[config.mk]
export PLATFORM = sky130hd
export DESIGN_NAME = bcd_serial_subtractor
export DESIGN_NICKNAME = d
export VERILOG_FILES = /design/src/rtl/bcd_pkg.sv /design/src/rtl/bcd_digit_sub.sv /design/src/rtl/bcd_serial_subtractor.sv
export SDC_FILE = /design/constraint.sdc
export NUM_CORES = 1
export LEC_CHECK = 0
export CAP_MARGIN = 20
export CORE_ASPECT_RATIO = 1.75
export CORE_UTILIZATION = 50
export CTS_BUF_LIST = sky130_fd_sc_hd__clkbuf_8
export CTS_CLUSTER_SIZE = 12
export DETAILED_ROUTE_END_ITERATION = 8
export HOLD_SLACK_MARGIN = 0.1
export PLACE_DENSITY = 0.79
export SLEW_MARGIN = 15
export SYNTH_ARGS = -nofsm -noshare
export SYNTH_HDL_FRONTEND = slang
export SYNTH_SLANG_ARGS = --single-unit
[constraint.sdc]
create_clock -name clk -period 5.6 [get_ports clk]
set_clock_uncertainty 0.15 [all_clocks]
set_input_delay 1.12 -clock clk [delete_from_list [all_inputs] [get_ports clk]]
set_output_delay 1.12 -clock clk [all_outputs]
set_load 0.05 [all_outputs]
[src/rtl/bcd_pkg.sv]
// Shared constants for the serial BCD subtractor: FSM encodings and BCD digit limits.
package bcd_pkg;

    localparam int DW = 4;
    localparam logic [DW-1:0] BCD_MAX   = 4'd9;
    localparam logic [DW:0]   BCD_RADIX = 5'd10;

    localparam logic [1:0] ST_IDLE = 2'd0;
    localparam logic [1:0] ST_SUB  = 2'd1;
    localparam logic [1:0] ST_FIX  = 2'd2;
    localparam logic [1:0] ST_DONE = 2'd3;

    function automatic logic is_bcd_digit(input logic [DW-1:0] dig);
        return dig <= BCD_MAX;
    endfunction

endpackage

[src/rtl/bcd_digit_sub.sv]
// One BCD digit of subtraction with borrow: d = x - y - bin, folded back into 0..9.
module bcd_digit_sub
    import bcd_pkg::*;
(
    input  logic [DW-1:0] x,
    input  logic [DW-1:0] y,
    input  logic          bin,
    output logic [DW-1:0] d,
    output logic          bout
);

    logic signed [DW:0] raw;
    logic        [DW:0] wrapped;

    // 5-bit signed range covers 0 - 9 - 1 = -10 without overflow
    assign raw     = $signed({1'b0, x}) - $signed({1'b0, y}) - $signed({{DW{1'b0}}, bin});
    assign wrapped = raw + BCD_RADIX;
    assign bout    = raw[DW];
    assign d       = bout ? wrapped[DW-1:0] : raw[DW-1:0];

endmodule

[src/rtl/bcd_serial_subtractor.sv]
// Serial multi-digit BCD subtractor, LSD first, sign-magnitude result.
// A negative raw result is converted from ten's complement by a second pass (FIX).
module bcd_serial_subtractor
    import bcd_pkg::*;
#(
    parameter int NDIG = 4
) (
    input  logic               clk,
    input  logic               rst_n,
    input  logic               start,
    input  logic [4*NDIG-1:0]  a,
    input  logic [4*NDIG-1:0]  b,
    output logic               busy,
    output logic               done,
    output logic [4*NDIG-1:0]  diff,
    output logic               neg,
    output logic               err
);

    localparam int W  = DW * NDIG;
    localparam int IW = (NDIG > 1) ? $clog2(NDIG) : 1;

    logic [1:0]    state_reg;
    logic [W-1:0]  a_sh_reg;
    logic [W-1:0]  b_sh_reg;
    logic [W-1:0]  diff_reg;
    logic [IW-1:0] idx_reg;
    logic          brw_reg;
    logic          neg_reg;
    logic          err_reg;

    logic [DW-1:0]  diff_dig [NDIG];
    logic [2*NDIG-1:0] dig_ok;

    generate
        for (genvar gi = 0; gi < NDIG; gi++) begin : g_dig
            assign diff_dig[gi]     = diff_reg[gi*DW +: DW];
            assign dig_ok[gi]       = is_bcd_digit(a[gi*DW +: DW]);
            assign dig_ok[NDIG+gi]  = is_bcd_digit(b[gi*DW +: DW]);
        end
    endgenerate

    logic          in_fix;
    logic          last_dig;
    logic [DW-1:0] unit_x;
    logic [DW-1:0] unit_y;
    logic [DW-1:0] unit_d;
    logic          unit_bout;

    assign in_fix   = (state_reg == ST_FIX);
    assign last_dig = (idx_reg == IW'(NDIG - 1));
    // FIX negates the stored ten's complement in place: 0 - diff_i - brw
    assign unit_x   = in_fix ? '0 : a_sh_reg[DW-1:0];
    assign unit_y   = in_fix ? diff_dig[idx_reg] : b_sh_reg[DW-1:0];

    bcd_digit_sub u_digit (
        .x    (unit_x),
        .y    (unit_y),
        .bin  (brw_reg),
        .d    (unit_d),
        .bout (unit_bout)
    );

    always_ff @(posedge clk) begin
        if (!rst_n) begin
            state_reg <= ST_IDLE;
            a_sh_reg  <= '0;
            b_sh_reg  <= '0;
            diff_reg  <= '0;
            idx_reg   <= '0;
            brw_reg   <= 1'b0;
            neg_reg   <= 1'b0;
            err_reg   <= 1'b0;
        end else begin
            case (state_reg)
                ST_IDLE: begin
                    if (start) begin
                        a_sh_reg <= a;
                        b_sh_reg <= b;
                        idx_reg  <= '0;
                        brw_reg  <= 1'b0;
                        neg_reg  <= 1'b0;
                        diff_reg <= '0;
                        if (&dig_ok) begin
                            err_reg   <= 1'b0;
                            state_reg <= ST_SUB;
                        end else begin
                            err_reg   <= 1'b1;
                            state_reg <= ST_DONE;
                        end
                    end
                end
                ST_SUB: begin
                    a_sh_reg <= a_sh_reg >> DW;
                    b_sh_reg <= b_sh_reg >> DW;
                    for (int i = 0; i < NDIG; i++) begin
                        if (idx_reg == IW'(i)) diff_reg[i*DW +: DW] <= unit_d;
                    end
                    brw_reg <= unit_bout;
                    idx_reg <= idx_reg + 1'b1;
                    if (last_dig) begin
                        idx_reg <= '0;
                        if (unit_bout) begin
                            brw_reg   <= 1'b0;
                            state_reg <= ST_FIX;
                        end else begin
                            state_reg <= ST_DONE;
                        end
                    end
                end
                ST_FIX: begin
                    for (int i = 0; i < NDIG; i++) begin
                        if (idx_reg == IW'(i)) diff_reg[i*DW +: DW] <= unit_d;
                    end
                    brw_reg <= unit_bout;
                    idx_reg <= idx_reg + 1'b1;
                    if (last_dig) begin
                        idx_reg   <= '0;
                        brw_reg   <= 1'b0;
                        neg_reg   <= 1'b1;
                        state_reg <= ST_DONE;
                    end
                end
                ST_DONE: state_reg <= ST_IDLE;
                default: state_reg <= ST_IDLE;
            endcase
        end
    end

    assign busy = (state_reg == ST_SUB) || (state_reg == ST_FIX);
    assign done = (state_reg == ST_DONE);
    assign diff = diff_reg;
    assign neg  = neg_reg;
    assign err  = err_reg;

endmodule

## Yosys cells after proc, flatten, opt, wreduce, memory -nomap -nowiden

Index checks and enable logic that the tools add are counted.

| word-level totals | value |
|---|---|
| memories | 0 |
| bits in read-only memories | 0 |
| bits in writable memories | 0 |
| bits in latches | 0 |
| register bits | 55 |

| cells by class | value |
|---|---|
| eq/ne operators | 13 |
| divide/modulo/power cells | 0 |
| reduce and logical (&&, ||, !) cells | 17 |
| $mul | 0 |
| multiplexer cells | 31 |
| magnitude comparators | 9 |
| shift operators | 0 |
| bitwise operators | 1 |
| add/subtract/negate cells | 4 |

Operator list:

| operator | count |
|---|---|
| 16-bit case mux with 2 select lines | 3 |
| 16-bit two-way mux | 3 |
| 4-bit two-way mux | 9 |
| 4-bit less-or-equal comparator, second input constant | 8 |
| 3-bit AND reduction | 6 |
| 2-bit two-way mux | 6 |
| 2-bit by 1-bit inequality test with 1-bit output, second input constant | 5 |
| 4-bit binary-select mux with 2-bit select | 1 |
| 2-bit equality test, second input constant | 4 |
| 2-bit case mux with 4 select lines | 1 |
| 8-bit AND reduction | 1 |
| 2-bit AND reduction | 3 |
| 2-bit nonzero test | 3 |
| 1-bit two-way mux | 5 |
| 4-bit by 4-bit subtractor with 5-bit output | 1 |
| 5-bit by 2-bit subtractor with 5-bit output | 1 |
| 4-bit adder, second input constant | 1 |
| 2-bit by 1-bit equality test with 1-bit output, second input constant | 2 |
| 2-bit zero test | 2 |
| 2-bit inequality test, second input constant | 2 |
| 1-bit case mux with 2 select lines | 2 |
| 2-bit case mux with 2 select lines | 1 |
| 3-bit >= comparator, second input constant | 1 |
| 2-bit NOT with 3-bit output | 1 |
| 3 further kinds | 3 |

## Depth between registers and ports, before layout

| logic depth | value |
|---|---|
| word-level depth | 11 |
| mapped depth | 12 |
| gate-level depth less buffers | 11 |

## Hierarchy

Synthesis repeated with hierarchy kept, for this count alone.

| second synthesis, totals | value |
|---|---|
| cell total of the unflattened synthesis | 312 |
| area total of the unflattened synthesis | 3024.2 um2 |

By module, submodules not included:

| module | cells an instance | instances | area each (um2) |
|---|---|---|---|
| bcd_serial_subtractor | 280 | 1 | 2750.1 |
| bcd_digit_sub | 32 | 1 | 274.0 |

## Worst setup path after synthesis

No wires, ideal clock.

| timing | value |
|---|---|
| path kind | register to register |
| from | register diff_reg[4], in the netlist diff[4] |
| to | register state_reg[0] |
| buffers on the path | 0 |
| data required time | 5316 ps |
| slack | 2409 ps |
| cell stages (with the launch flop) | 10 |
| period minus slack after synthesis | 3191 ps |
| arrival | 2907 ps |
| cells stage by stage | dfxtp_1 > mux4_2 > mux2i_1 > fa_1 > fa_1 > nand2b_1 > a211oi_4 > nor2_4 > a2111oi_2 > a211oi_1 |

| on the way | value |
|---|---|
| longest elaborated chain between the ends | 9 |

Ends and longest elaborated chain:

| item | RTL line | RTL |
|---|---|---|
| from (decl) | bcd_serial_subtractor.sv:26 | `logic [W-1:0] diff_reg;` |
| from (signal, indexed assignment) | bcd_serial_subtractor.sv:97 | `if (idx_reg == IW'(i)) diff_reg[i*DW +: DW] <= unit_d;` |
| from (signal, indexed assignment) | bcd_serial_subtractor.sv:113 | `if (idx_reg == IW'(i)) diff_reg[i*DW +: DW] <= unit_d;` |
| 4-bit binary-select mux with 2-bit select | bcd_serial_subtractor.sv:54 | `assign unit_y = in_fix ? diff_dig[idx_reg] : b_sh_reg[DW-1:0];` |
| 4-bit two-way mux (not written as such) (2 in series) | bcd_serial_subtractor.sv:54 |  |
| 4-bit two-way mux | bcd_serial_subtractor.sv:54 |  |
| 4-bit by 4-bit subtractor with 5-bit output | bcd_digit_sub.sv:16 | `assign raw = $signed({1'b0, x}) - $signed({1'b0, y}) - $signed({{DW{1'b0}}, bin});` |
| 5-bit by 2-bit subtractor with 5-bit output | bcd_digit_sub.sv:16 |  |
| 1-bit two-way mux | bcd_serial_subtractor.sv:103 | `if (unit_bout) begin` |
| 2-bit two-way mux | bcd_serial_subtractor.sv:101 | `if (last_dig) begin` |
| 2-bit case mux with 4 select lines | bcd_serial_subtractor.sv:75 | `case (state_reg)` |
| to (signal assigned) | bcd_serial_subtractor.sv:86 | `state_reg <= ST_SUB;` |
| to (signal assigned) | bcd_serial_subtractor.sv:105 | `state_reg <= ST_FIX;` |
| to (signal assigned) | bcd_serial_subtractor.sv:107 | `state_reg <= ST_DONE;` |
| to (decl) | bcd_serial_subtractor.sv:23 | `logic [1:0] state_reg;` |

Every way passes these cells. The select of a mux whose other input is x is not followed.
A chain may end at the register's enable or synchronous reset.

## Worst setup path in the final report

| timing | value |
|---|---|
| from | register state_reg[1] |
| to | output port busy |

| on the way | value |
|---|---|
| longest elaborated chain between the ends | 2 |

Ends and longest elaborated chain:

| item | RTL line | RTL |
|---|---|---|
| from (signal assigned) | bcd_serial_subtractor.sv:66 | `state_reg <= ST_IDLE;` |
| from (signal assigned) | bcd_serial_subtractor.sv:86 |  |
| from (signal assigned) | bcd_serial_subtractor.sv:89 | `state_reg <= ST_DONE;` |
| 2-bit by 1-bit equality test with 1-bit output or 2-bit equality test (tied branches) | bcd_serial_subtractor.sv:130 | `assign busy = (state_reg == ST_SUB) \|\| (state_reg == ST_FIX);` |
| 1-bit logical OR * | bcd_serial_subtractor.sv:130 |  |
| to (decl) | bcd_serial_subtractor.sv:13 | `output logic busy,` |

Every way passes the cells marked *; elsewhere a longest branch is shown, timed or not.

==> flow_summary.yaml <==
floorplanning:
  die_w_um: 59.2
  initial_utilization_pct: 51.7
  rows: 36
  die_h_um: 102
  coreArea_sq_um: 5540
  boundaryPins: 55
  die-area_sq_um: 6040
clock_network:
  clk_pin_slew_ns: 0.09
  cts_buffers: 5
  h-tree-depth: 2
  cts_tree: "done"
  clockBufferDepth: 2
  clk_latency_ns: 0.32
  ctsHoldBuffers: 0
  cts_resized: 0
  cts_setup_buffers: 0
  cts.sinks: 55
  root_buffer: "clkbuf_8"
logic_synthesis:
  yosysUniqueCellTypes: 42
  synth_area_sq_um: 2860
  synth_compound_area_share_pct: 19.7
  synth_top_flop_cell: "dfxtp_1"
  syn_inst: 307
  yosys_warnings: 0
  synth_area_leaders: "dfxtp_1 (38%), mux2i_1 (12%), a211oi_1 (6.6%), ha_1 (6.1%), nor2_1 (5.4%)"
  synth.area.mux_share_pct: 16.2
  synth_xor_area_share_pct: 0.918
  yosys.area_share.simple_pct: 12.8
  synth_seq_cells: 55
  avgSynthCellArea_sq_um: 9.32
  synth_nets: 358
  synthAdderAreaFrac_pct: 7.52
  synth_top_area_share_pct: 38.5
  async_reset_ff_share_pct: 0
  synth_top_family_by_area: "compound AO/OA/AOI/OAI gates"
  synth-edff-count: 0
  seq_area_frac_synth_pct: 38.5
  synth_top_area_cell: "dfxtp_1"
setup_path:
  path_cells: "inv_1, ha_1, clkdlybuf4s50_1"
  r2r_setup_slack_ns: 2.12
  end_kind: "primary output"
  cpPeakStageDelay_ns: 0.89
  critPathArrivalTime_ns: 2.32
  worst-path-max-fanout: 14
  worstPathRequired_ns: 4.33
  critical_path.top_delay_family: "buffers and inverters"
  critPathSlowestCell: "clkdlybuf4s50_1"
  crit_type: "flop to primary output"
  critPathLaunchType: "flop"
  path_buf_inv: 2
detailed_routing:
  drc: 0
  post_drt_wl_per_cell_um: 15.5
  routed_wirelength_um: 6650
  ant_nets: 0
  route.vias.total: 2427
  dr.pass1.iters: 4
  first_iter_violations: 82
  vias_per_cell: 5.64
pwr:
  clock_power_share_pct: 9.5
  ir_drop_mv: 0.368
  switching_power_mw: 1.08
  internal-power_mw: 1.15
  power_density_nw_per_um2: 633
  p_leak_nw: 1.30
  seqPwrFrac_pct: 26.9
  p_comb_share_pct: 63.7
  switching_share_pct: 48.5
sta:
  hold_violations: 0
  hold_ws_ns: 0.312
  finalMaxSlewViolations: 0
  fin_tns_setup_ns: 0
  rsz0062_at_grt: "false"
  tightestPinTransition_ns: 0.596
  fin_crit_sh_pct: 64.1
  finalSetupViolations: 0
  max_slew_margin_pct: 60.0
  period_minus_slack_ns: 3.59
  fmax_mhz: 279
placement:
  post_dp_cell_area_sq_um: 3440
  globalplace.congestion: 0.856
  dpl.hpwl_um: 5070
  portBuffers: 54
final_layout:
  final_net_count: 404
  fin_util_pct: 63.6
  syn_to_final_growth_pct: 23.0
  fillers: 479
  stdcell_area_sq_um: 3520
  antennaDiodeCount: 0
  drive_gt1_share_pct: 6.21
global_routing:
  overflow: 0
  antenna_found_initial: 0
  grt_pass1_vias: 2435
  track_usage_pct: 24.5
  grt_max_degree: 49
  grt_pass1_wl_um: 11100
run:
  drv_cap: 0
hold_path:
  hp-class: "flop to flop"
outcome:
  outcome: "completed"
cells in the final DEF (no fill, tap or decap), types with 2 or more instances in the layout:
cell type,Yosys,final
xor2_1,2,2
nor3_1,7,7
fa_1,2,2
nand4_1,6,6
a22oi_1,8,8
nor2_1,41,41
o21a_1,2,2
mux4_2,4,4
clkdlybuf4s50_1,0,54
nor2b_1,2,2
nand2b_1,4,4
mux2i_1,35,35
o22ai_1,8,8
a21oi_1,12,12
clkbuf_8,0,5
inv_1,11,13
o21ai_0,14,14
nand2_1,15,15
ha_1,14,14
buf_4,1,3
dfxtp_1,55,55
mux2_2,2,2
and2_1,2,2
a211oi_1,25,25
per-stage QoR:
step / power, mW / cells / worst slack [ns]
finish: 2.23 / 430 / 2.01
global route: 2.41 / 430 / 1.91
CTS: 2.24 / 430 / 2.01
detailed placement: 2.02 / 422 / 2.15
global placement: 1.99 / 422 / 2.23
floorplan: 1.70 / 307 / 2.41
logic make-up after synthesis:
kind of cell	Yosys count
AO/OA/AOI/OAI	81
XOR/XNOR	3
adder cells (fa/ha/maj)	16
buffers and inverters	30
flip-flops	55
multiplexers	41
AND/OR/NAND/NOR	81
final timing paths:
| kind | start | end | cells past startpoint |
|---|---|---|---|
| max reg2reg | idx_reg[1]$_SDFFE_PN0P_ | diff[10]$_SDFFE_PN0P_ | 10 |
| max | state_reg[1]$_SDFFE_PN0P_ | busy | 3 |
| min reg2reg | brw_reg$_SDFFE_PN0P_ | brw_reg$_SDFFE_PN0P_ | 2 |
| min | brw_reg$_SDFFE_PN0P_ | brw_reg$_SDFFE_PN0P_ | 2 |
cells in the mapped netlist (all sizes together), types with 9 or more instances:
cell type	n
dfxtp	55
nor2	42
mux2i	35
a211oi	26
o21ai	16
nand2	15
ha	14
a21oi	13
inv	11
buf	9
clkbuf	9
worst min-delay path: cells and delay by family, from the launching register on:
kind,cells,cell delay (ns)
AND/OR/NAND/NOR,1,0.05
flip-flops,1,0.32
AO/OA/AOI/OAI,1,0.05
final cells by class:
type	instances	area (sq um)	area share (%)
Timing Repair Buffer	57	563	16.0
Tap cell	76	95.1	2.70
Sequential cell	55	1100	31.3
Multi-Input combinational cell	222	1640	46.4
Clock inverter	3	12.5	0.355
Clock buffer	5	68.8	1.95
Inverter	12	45.0	1.28
power by group through the flow:
stage | Sequential (mW) | Combinational, mW | Clock (mW)
after floorplan | 0.661 | 1.04 | 0
after global placement | 0.605 | 1.39 | 0
after detailed placement | 0.610 | 1.41 | 0
after CTS | 0.600 | 1.42 | 0.217
after global routing | 0.614 | 1.56 | 0.233
final | 0.599 | 1.42 | 0.211
layer usage:
metal | vias to the layer above | track usage, % | part of all wire [%]
met1 | 1113 | 25.4 | 37
met5 | - | 0 | 0
met2 | 76 | 42.5 | 54
li1 | 1211 | - | -
met3 | 27 | 4.56 | 3.4
met4 | 0 | 17.8 | 5.4
Note: power is estimated with default switching activity, not from simulation.
